**src/rtl/kp_scan_controller.sv**
```systemverilog
// 4x4 matrix keypad scanner: column drive, row sampling, press/release debounce,
// and a single-cycle shift strobe carrying the encoded key per accepted press.
module kp_scan_controller #(
  parameter int SCAN_DIV   = 16,
  parameter int DEBOUNCE_N = 4
) (
  input  logic       clk,
  input  logic       rst,
  input  logic [3:0] row_n,
  output logic [3:0] col_n,
  output logic [3:0] key_code,
  output logic       shift,
  output logic       key_held
);

  localparam int DW = (SCAN_DIV > 2) ? $clog2(SCAN_DIV) : 1;
  localparam int CW = $clog2(DEBOUNCE_N + 1);

  typedef enum logic [1:0] {SCAN, DEBOUNCE, EMIT, RELEASE} state_t;

  state_t          state, state_nx;
  logic [DW-1:0]   div;
  logic            tick;
  logic [1:0]      col_idx, col_nx;
  logic [1:0]      row_idx, row_nx;
  logic [CW-1:0]   dcnt, dcnt_nx;
  logic [3:0]      code_nx;
  logic [1:0]      low_idx;
  logic            any_low;

  assign tick    = (div == DW'(SCAN_DIV - 1));
  assign any_low = ~&row_n;
  assign col_n   = ~(4'b0001 << col_idx);
  assign shift   = (state == EMIT);
  assign key_held = (state == EMIT) || (state == RELEASE);

  // Lowest-index low row wins when several rows are pressed together.
  always_comb begin
    low_idx = 2'd0;
    for (int i = 3; i >= 0; i--)
      if (!row_n[i]) low_idx = 2'(i);
  end

  always_comb begin
    state_nx = state;
    col_nx   = col_idx;
    row_nx   = row_idx;
    dcnt_nx  = dcnt;
    code_nx  = key_code;
    case (state)
      SCAN: if (tick) begin
        if (any_low) begin
          row_nx   = low_idx;
          dcnt_nx  = CW'(1);
          state_nx = DEBOUNCE;
        end else begin
          col_nx = col_idx + 2'd1;
        end
      end
      DEBOUNCE: if (tick) begin
        if (!row_n[row_idx]) begin
          dcnt_nx = dcnt + CW'(1);
          // Load the code on entry so it is already valid while shift is high.
          if (dcnt_nx == CW'(DEBOUNCE_N)) begin
            state_nx = EMIT;
            code_nx  = ~{row_idx, col_idx};
          end
        end else begin
          state_nx = SCAN;
          col_nx   = col_idx + 2'd1;
        end
      end
      EMIT: begin
        dcnt_nx  = '0;
        state_nx = RELEASE;
      end
      RELEASE: if (tick) begin
        if (&row_n) begin
          dcnt_nx = dcnt + CW'(1);
          if (dcnt_nx == CW'(DEBOUNCE_N)) begin
            state_nx = SCAN;
            col_nx   = col_idx + 2'd1;
          end
        end else begin
          dcnt_nx = '0;
        end
      end
      default: state_nx = SCAN;
    endcase
  end

  always_ff @(posedge clk) begin
    if (rst) begin
      state    <= SCAN;
      div      <= '0;
      col_idx  <= 2'd0;
      row_idx  <= 2'd0;
      dcnt     <= '0;
      key_code <= 4'd0;
    end else begin
      state    <= state_nx;
      div      <= tick ? '0 : div + DW'(1);
      col_idx  <= col_nx;
      row_idx  <= row_nx;
      dcnt     <= dcnt_nx;
      key_code <= code_nx;
    end
  end

endmodule

```
**config.mk**
```make
export PLATFORM = sky130hd
export DESIGN_NAME = kp_scan_controller
export DESIGN_NICKNAME = d
export VERILOG_FILES = /design/src/rtl/kp_scan_controller.sv
export SDC_FILE = /design/constraint.sdc
export NUM_CORES = 1
export LEC_CHECK = 0
export CAP_MARGIN = 5
export CORE_UTILIZATION = 50
export DETAILED_ROUTE_END_ITERATION = 6
export PLACE_DENSITY = 0.73
export SYNTH_ARGS = -nofsm -noshare
export SYNTH_HDL_FRONTEND = slang
export SYNTH_SLANG_ARGS = --single-unit
export TNS_END_PERCENT = 50
```
**constraint.sdc**
```tcl
create_clock -name clk -period 2.15 [get_ports clk]
set_input_delay 0.3225 -clock clk [delete_from_list [all_inputs] [get_ports clk]]
set_output_delay 0.3225 -clock clk [all_outputs]
set_load 0.02 [all_outputs]
```
==> run summary <==
============================================================================================
Total number of H-tree levels .................................................            1
Die Ht ........................................................................      45.0 um
Summed negative setup slack over all endpoints ................................         0 ns
Per-cell routed wire length ...................................................      12.4 um
Worst Max-Slew Pin Slew .......................................................     0.532 ns
Largest net degree at the start of global routing .............................           15
Largest family of logic cells by synthesized area ............................. simple AND/OR/NAND/NOR gates
Highest attainable clock frequency ............................................      481 MHz
Core area .....................................................................  0.00173 mm2
Cells after Synth .............................................................          107
Routed Wire Length ............................................................      1890 um
Hold violation count in the final report ......................................            0
Synthesis-stage register bit count ............................................           17
Routed via count divided by cell count ........................................         5.49
Synth Warn # ..................................................................            0
Overall die area ..............................................................  0.00202 mm2
Hold Path Origin .............................................................. dcnt[1]$_SDFFE_PP0P_
Type of the worst setup path ..................................................       in2reg
Area delta synth->final .......................................................        26.2%
Post-synthesis adder-cell area fraction .......................................        9.49%
First-pass GRT wire length ....................................................      2970 um
Post-route ant nets ...........................................................            0
Number of pins with negative max-slew slack in the final report ...............            0
Flop2flop setup slack .........................................................      0.09 ns
Maximum single-stage delay on the critical path ...............................      0.67 ns
Unrepaired setup endpoints after global routing ...............................        false
Final worst path period share .................................................        96.6%
Drt drc .......................................................................            0
Leakage power of the design ...................................................  0.000448 uW
Hold path depth ...............................................................            2
Insertion delay of the later-clocked pin in the worst-skew pair ...............      0.30 ns
Basic-gate share of the synthesized area counting and, or, nand and nor cells .        20.1%
Number of sinks handled by clock tree synthesis ...............................           17
Hpwl dp .......................................................................      1350 um
Commonest cells after routing, fill and taps aside ............................ dfxtp_1, clkdlybuf4s50_1, nor2_1
Antenna Diode Count ...........................................................            0
Max Clock Skew ................................................................   0.00275 ns
Slowest-stage cell, CP ........................................................       or4b_1
CTS clock-pin slew for the worst setup and hold paths .........................      0.10 ns
Relative slew slack ...........................................................        64.4%
Crit end category .............................................................    flip-flop
Final count of negative-setup-slack endpoints .................................            0
Final critical path time including I/O delays and setup .......................      2.08 ns
Startpoint of the lowest-slack register-to-register path ...................... row_idx[0]$_SDFFE_PP0P_
Arr. time, crit path ..........................................................      2.33 ns
Quantity of gates resized following cts .......................................            0
Fraction of registers with async set or reset after synthesis .................           0%
Total grt overflow ............................................................            0
Initial cell density of the core ..............................................        53.5%
Capture instance of the worst register-to-register path ....................... key_code[2]$_SDFFE_PP0P_
Depth of the worst register-to-register path ..................................            4
Proportion of synthesized area in mux cells ...................................        7.99%
Post-synthesis sequential area ratio ..........................................        36.9%
Total power density per cell area .............................................   470 mW/mm2
Dominant synthesized flop cell ................................................      dfxtp_1
Critical Path Fanout Max ......................................................            7
Number of enable-type register cells in the synthesized netlist ...............            0
Post-synth cell types .........................................................           36
Final-stage net count .........................................................          141
Number of vias in the routed layout ...........................................          835
Number of hold-repair buffers added at the cts stage ..........................            0
FP Rows .......................................................................           15
Number of antenna violations at the first check in global routing .............            0
Summed instance area of the synthesized netlist ...............................      923 um2
Max Cap Viol ..................................................................            0
Die W .........................................................................      45.0 um
CTS tree ......................................................................          yes
Most common cell after layout, fill and taps aside ............................      dfxtp_1
Number of CTS-inserted buffers ................................................            3
Number of buffer and inverter instances along the worst setup path ............            1
Global router's overall resource usage ........................................        21.1%
Net Count, Synth ..............................................................          120
Post-CTS Setup Bufs ...........................................................            0
Tightest Hold Check Type ......................................................      reg2reg
Required time of the critical path ............................................      2.40 ns
Placer's final routability congestion estimate ................................        0.860
Post-Place Cell Area ..........................................................  0.00114 mm2
Area share of xor/xnor cells in the synthesized design ........................       0.949%
Iter 0 DRT Violations .........................................................            9
CTS max path bufs .............................................................            2
Synth Area in Compound Gates ..................................................        16.4%
Syn Area/Cell .................................................................     8.63 um2
IR drop worst, VDD ............................................................   0.000390 V
Fraction of final layout cells sized beyond drive strength 1 ..................        12.6%
Input/output buffers ..........................................................           15
Startpoint type of the worst setup path .......................................   input port
Cell type group with the largest total delay on the critical path ............. simple AND/OR/NAND/NOR gates
Number of global-route vias before repair .....................................          726
End of the worst hold path .................................................... dcnt[1]$_SDFFE_PP0P_
Post-route cell area ..........................................................  0.00116 mm2
Run status ....................................................................    completed
Pre-antenna DRT Iters .........................................................            4
Total I/O pin count ...........................................................           16
Clock tree root buffer cell ...................................................     clkbuf_4
Cells traversed along the worst timing path ................................... clkdlybuf4s50_1 > mux4_2 > or4b_1 > or2_0 > a21oi_2
============================================================================================
==> cell type report <==
type,count,area (um2)
Clock buffer,3,22.5
Multi-Input combinational cell,70,507
Timing Repair Buffer,23,210
Clock inverter,1,5.00
Sequential cell,17,340
Tap cell,25,31.3
Inverter,13,48.8
Fill cell,150,562
==> registers in the layout, summed over array words and instances (netlist names), named ones only <==
register / count
dcnt: 3
state: 1
row_idx: 2
col_idx: 2
div: 4
key_code: 4
==> worst register-to-register path, cell delays in order (launching register included) <==
cell and delay [ns]:
dfxtp_1 0.39, mux4_2 0.52, or4b_1 0.67, or2_0 0.30
a21oi_2 0.13
==> power by group <==
part / switching (uW) / internal [uW]
Sequential: 5.18 / 320
Clock: 111 / 69.5
Combinational: 18.4 / 24.3
Total: 134 / 413
==> worst max path at each step <==
stage	from	endpoint	slack [ns]	depth (start not counted)
after CTS	row_n[2]	key_code[2]$_SDFFE_PP0P_	0.09	5
after detailed placement	row_n[2]	key_code[2]$_SDFFE_PP0P_	-0.21	5
after global placement	row_n[3]	key_code[2]$_SDFFE_PP0P_	-0.18	5
final	row_n[2]	key_code[2]$_SDFFE_PP0P_	0.07	5
after floorplan	row_idx[0]$_SDFFE_PP0P_	key_code[2]$_SDFFE_PP0P_	0.25	5
after global routing	row_n[3]	key_code[2]$_SDFFE_PP0P_	0.01	5
==> cells in the mapped netlist, types with 2 or more instances <==
master | instances | area share, %
o32ai_1 | 3 | 2.8
a2111oi_0 | 2 | 1.9
nand2b_1 | 3 | 2.0
a311oi_1 | 2 | 1.9
nand3_1 | 2 | 1.1
a21oi_1 | 4 | 2.2
dfxtp_1 | 17 | 37
o21ai_0 | 4 | 2.2
mux2i_1 | 4 | 4.3
nand2_1 | 3 | 1.2
ha_1 | 7 | 9.5
nor2_1 | 14 | 5.7
inv_1 | 13 | 5.3
nor3_1 | 3 | 1.6
clkbuf_1 | 5 | 2.0
==> logic make-up after synthesis <==
family | count (synthesis)
AO/OA/AOI/OAI | 21
XOR/XNOR | 1
adder cells (fa/ha/maj) | 7
buffers and inverters | 20
flip-flops | 17
multiplexers | 6
AND/OR/NAND/NOR | 35
==> per-stage QoR <==
stage | total power, uW | hold slack [ns] | utilization [%] | worst slack, ns | cells
after CTS | 554 | 0.485 | 67.5 | 0.0907 | 152
final | 547 | 0.485 | 67.5 | 0.0721 | 152
after floorplan | 351 | 0.451 | - | 0.251 | 107
after global placement | 373 | 0.465 | 65.9 | -0.178 | 148
after detailed placement | 374 | 0.469 | 65.9 | -0.209 | 148
after global routing | 569 | 0.499 | 67.5 | 0.0107 | 152
==> routing by layer <==
layer  part of all wire (%)  routed length (um)  track usage, %  up-vias
met2                     47                 890            32.8       19
met3                    2.5                  48            4.00        9
met5                      0                   0               0        -
met4                    2.9                  54            16.4        0
met1                     47                 894            25.4      394
li1                       -                   -               -      413
Note: power is estimated with default switching activity, not from simulation.
==> patch: new RTL, same flow settings <==
Put a register stage on the outputs `col_n`, `shift` and `key_held`, cleared by the reset. The values now appear one clock later. The other outputs are not delayed to match. Comments in the files are not updated.
--- a/src/rtl/kp_scan_controller.sv
+++ b/src/rtl/kp_scan_controller.sv
@@ -31,7 +31,15 @@
   assign tick    = (div == DW'(SCAN_DIV - 1));
   assign any_low = ~&row_n;
-  assign col_n   = ~(4'b0001 << col_idx);
-  assign shift   = (state == EMIT);
-  assign key_held = (state == EMIT) || (state == RELEASE);
+  always_ff @(posedge clk) begin
+    if (rst) begin
+      col_n    <= '0;
+      shift    <= '0;
+      key_held <= '0;
+    end else begin
+      col_n    <= ~(4'b0001 << col_idx);
+      shift    <= (state == EMIT);
+      key_held <= (state == EMIT) || (state == RELEASE);
+    end
+  end
 
   // Lowest-index low row wins when several rows are pressed together.
Behaviour: not the same (Yosys sat finds a counterexample within 4 cycles, from zero or initial values and one cycle with rst high).
==> patch against the original RTL <==
Synthesized cell count rose by 7.5%; synthesized area rose by 14%; setup slack improved by 0.27 ns; cell area rose by 10%; sequential cell count rose by 6; first-iteration DRC count rose to 2.8 times the old value; power rose by 25%; routed wire length did not move.
==> patch: results <==
{
  "cts_max_path_buffers": 2,
  "path_max_fanout": 9,
  "skew_ns": 0.007064,
  "clk_pin_slew_ns": 0.12,
  "first_iter_violations": 25,
  "synth_cell_types": 28,
  "wl_um": 1887,
  "worstPathArrival_ns": 2.03,
  "p_sw_uw": 150.0,
  "place_ws_ns": 0.01378,
  "peakVddDrop_v": 0.0004043,
  "ys_seq_area_share_pct": 43.65,
  "diodes": 0,
  "fin_nets": 148,
  "dr.pass1.iters": 4,
  "slew_violations": 0,
  "synth_common_cells": "dfxtp_1, nor2_1, a21oi_1, ha_1, inv_1",
  "cts_buffers": 3,
  "grt_pass1_vias": 716,
  "grt_pass1_wl_um": 2987,
  "leakage_uw": 0.0004783,
  "synth_cells": 115,
  "cts_root_buf": "clkbuf_4",
  "reg_top3": "col_n (4), div (4), key_code (4)",
  "place_congestion": 0.8424,
  "min_path_type": "reg -> reg",
  "slew-limit-headroom_pct": 57.37,
  "grt_max_degree": 21,
  "stdcell_count": 161,
  "status": "finished, final reports clean",
  "synthTopCellsByArea": "dfxtp_1, ha_1, nor2_1",
  "async_reset_ff_share_pct": 0,
  "postCtsSetupRepairBufs": 0,
  "cts-resized-gates": 0,
  "synth_nets": 128,
  "cts_max_level": 1,
  "met2_usage_pct": 32.70,
  "yosys_warnings": 0,
  "antenna_found_initial": 0,
  "drive_gt1_share_pct": 9.701,
  "period_needed_ns": 1.811,
  "cpPeakStageDelay_ns": 0.55,
  "io_buffers": 15,
  "r2r_slack_ns": 0.35,
  "grtUsageMet3_pct": 3.396,
  "dp_hpwl_um": 1424,
  "clock_latency_ns": 0.30,
  "use_met1_pct": 22.35,
  "whs_ns": 0.4839,
  "grt_usage_pct": 18.80,
  "slowest_stage": "mux4_2",
  "via_per_inst": 5.404,
  "crit_family": "buffers and inverters"
}
patch: changes by cell type after synthesis, moves of 2 or more:
cell | before | now
a2111oi_0 | 2 | 0
nand2_1 | 3 | 5
nor2_1 | 14 | 18
nand4_1 | 1 | 4
o32ai_1 | 3 | 0
inv_1 | 13 | 7
dfxtp_1 | 17 | 23
a211oi_1 | 1 | 4
a21oi_1 | 4 | 9
patch: area by class of cell:
| cell class | instances | area, µm² |
|---|---|---|
| multi-input combinational | 79 | 541.8 |
| inverter | 7 | 26.28 |
| fill | 168 | 698.2 |
| clock buffer | 4 | 26.28 |
| sequential | 23 | 460.4 |
| timing repair buffer | 21 | 195.2 |
| tap | 27 | 33.78 |
patch: cell families after synthesis:
kind of cell	synth area share (%)
compound gates	12.93
xor+xnor	0.8305
fa+ha+maj	8.303
buf+inv	4.983
flops	43.65
mux	6.050
simple gates	23.25
patch: per-layer routing:
| layer | vias to the layer above | part of all wire (%) | wire length (µm) |
|---|---|---|---|
| met2 | 25 | 50 | 943 |
| met1 | 395 | 45 | 857 |
| li1 | 448 | - | - |
| met5 | - | 0 | 0 |
| met3 | 2 | 3.9 | 73 |
| met4 | 0 | 0.69 | 13 |
patch: power groups by stage:
stage | registers (µW) | logic [µW] | clock network (µW)
finish | 439 | 51.8 | 192
global route | 441 | 56.9 | 221
detailed placement | 449 | 52.2 | 0
CTS | 439 | 52.2 | 202
floorplan | 452 | 24.4 | 0
global placement | 448 | 50.6 | 0
patch: worst paths after layout:
| path | startpoint | end | cells past startpoint |
|---|---|---|---|
| setup / recovery | row_n[1] | key_code[3] | 6 |
| hold / removal | dcnt[2] | dcnt[2] | 2 |
| setup reg to reg | row_idx[0] | key_code[3] | 5 |
| hold reg to reg | dcnt[2] | dcnt[2] | 2 |
patch: stage by stage:
| stage | total power (µW) | utilization, % | cell area, µm² |
|---|---|---|---|
| final | 683.2 | 64.77 | 1284 |
| after global routing | 718.5 | 64.77 | 1284 |
| after CTS | 693.5 | 64.77 | 1284 |
| after global placement | 499.0 | 63.45 | 1257 |
| after floorplan | 476.3 | - | 1055 |
| after detailed placement | 501.2 | 63.45 | 1257 |
patch: tightest hold or removal path, delay by kind of cell (launching register included):
family	cells	cell delay, ns
flops	1	0.33
mux	1	0.06
simple gates	1	0.06
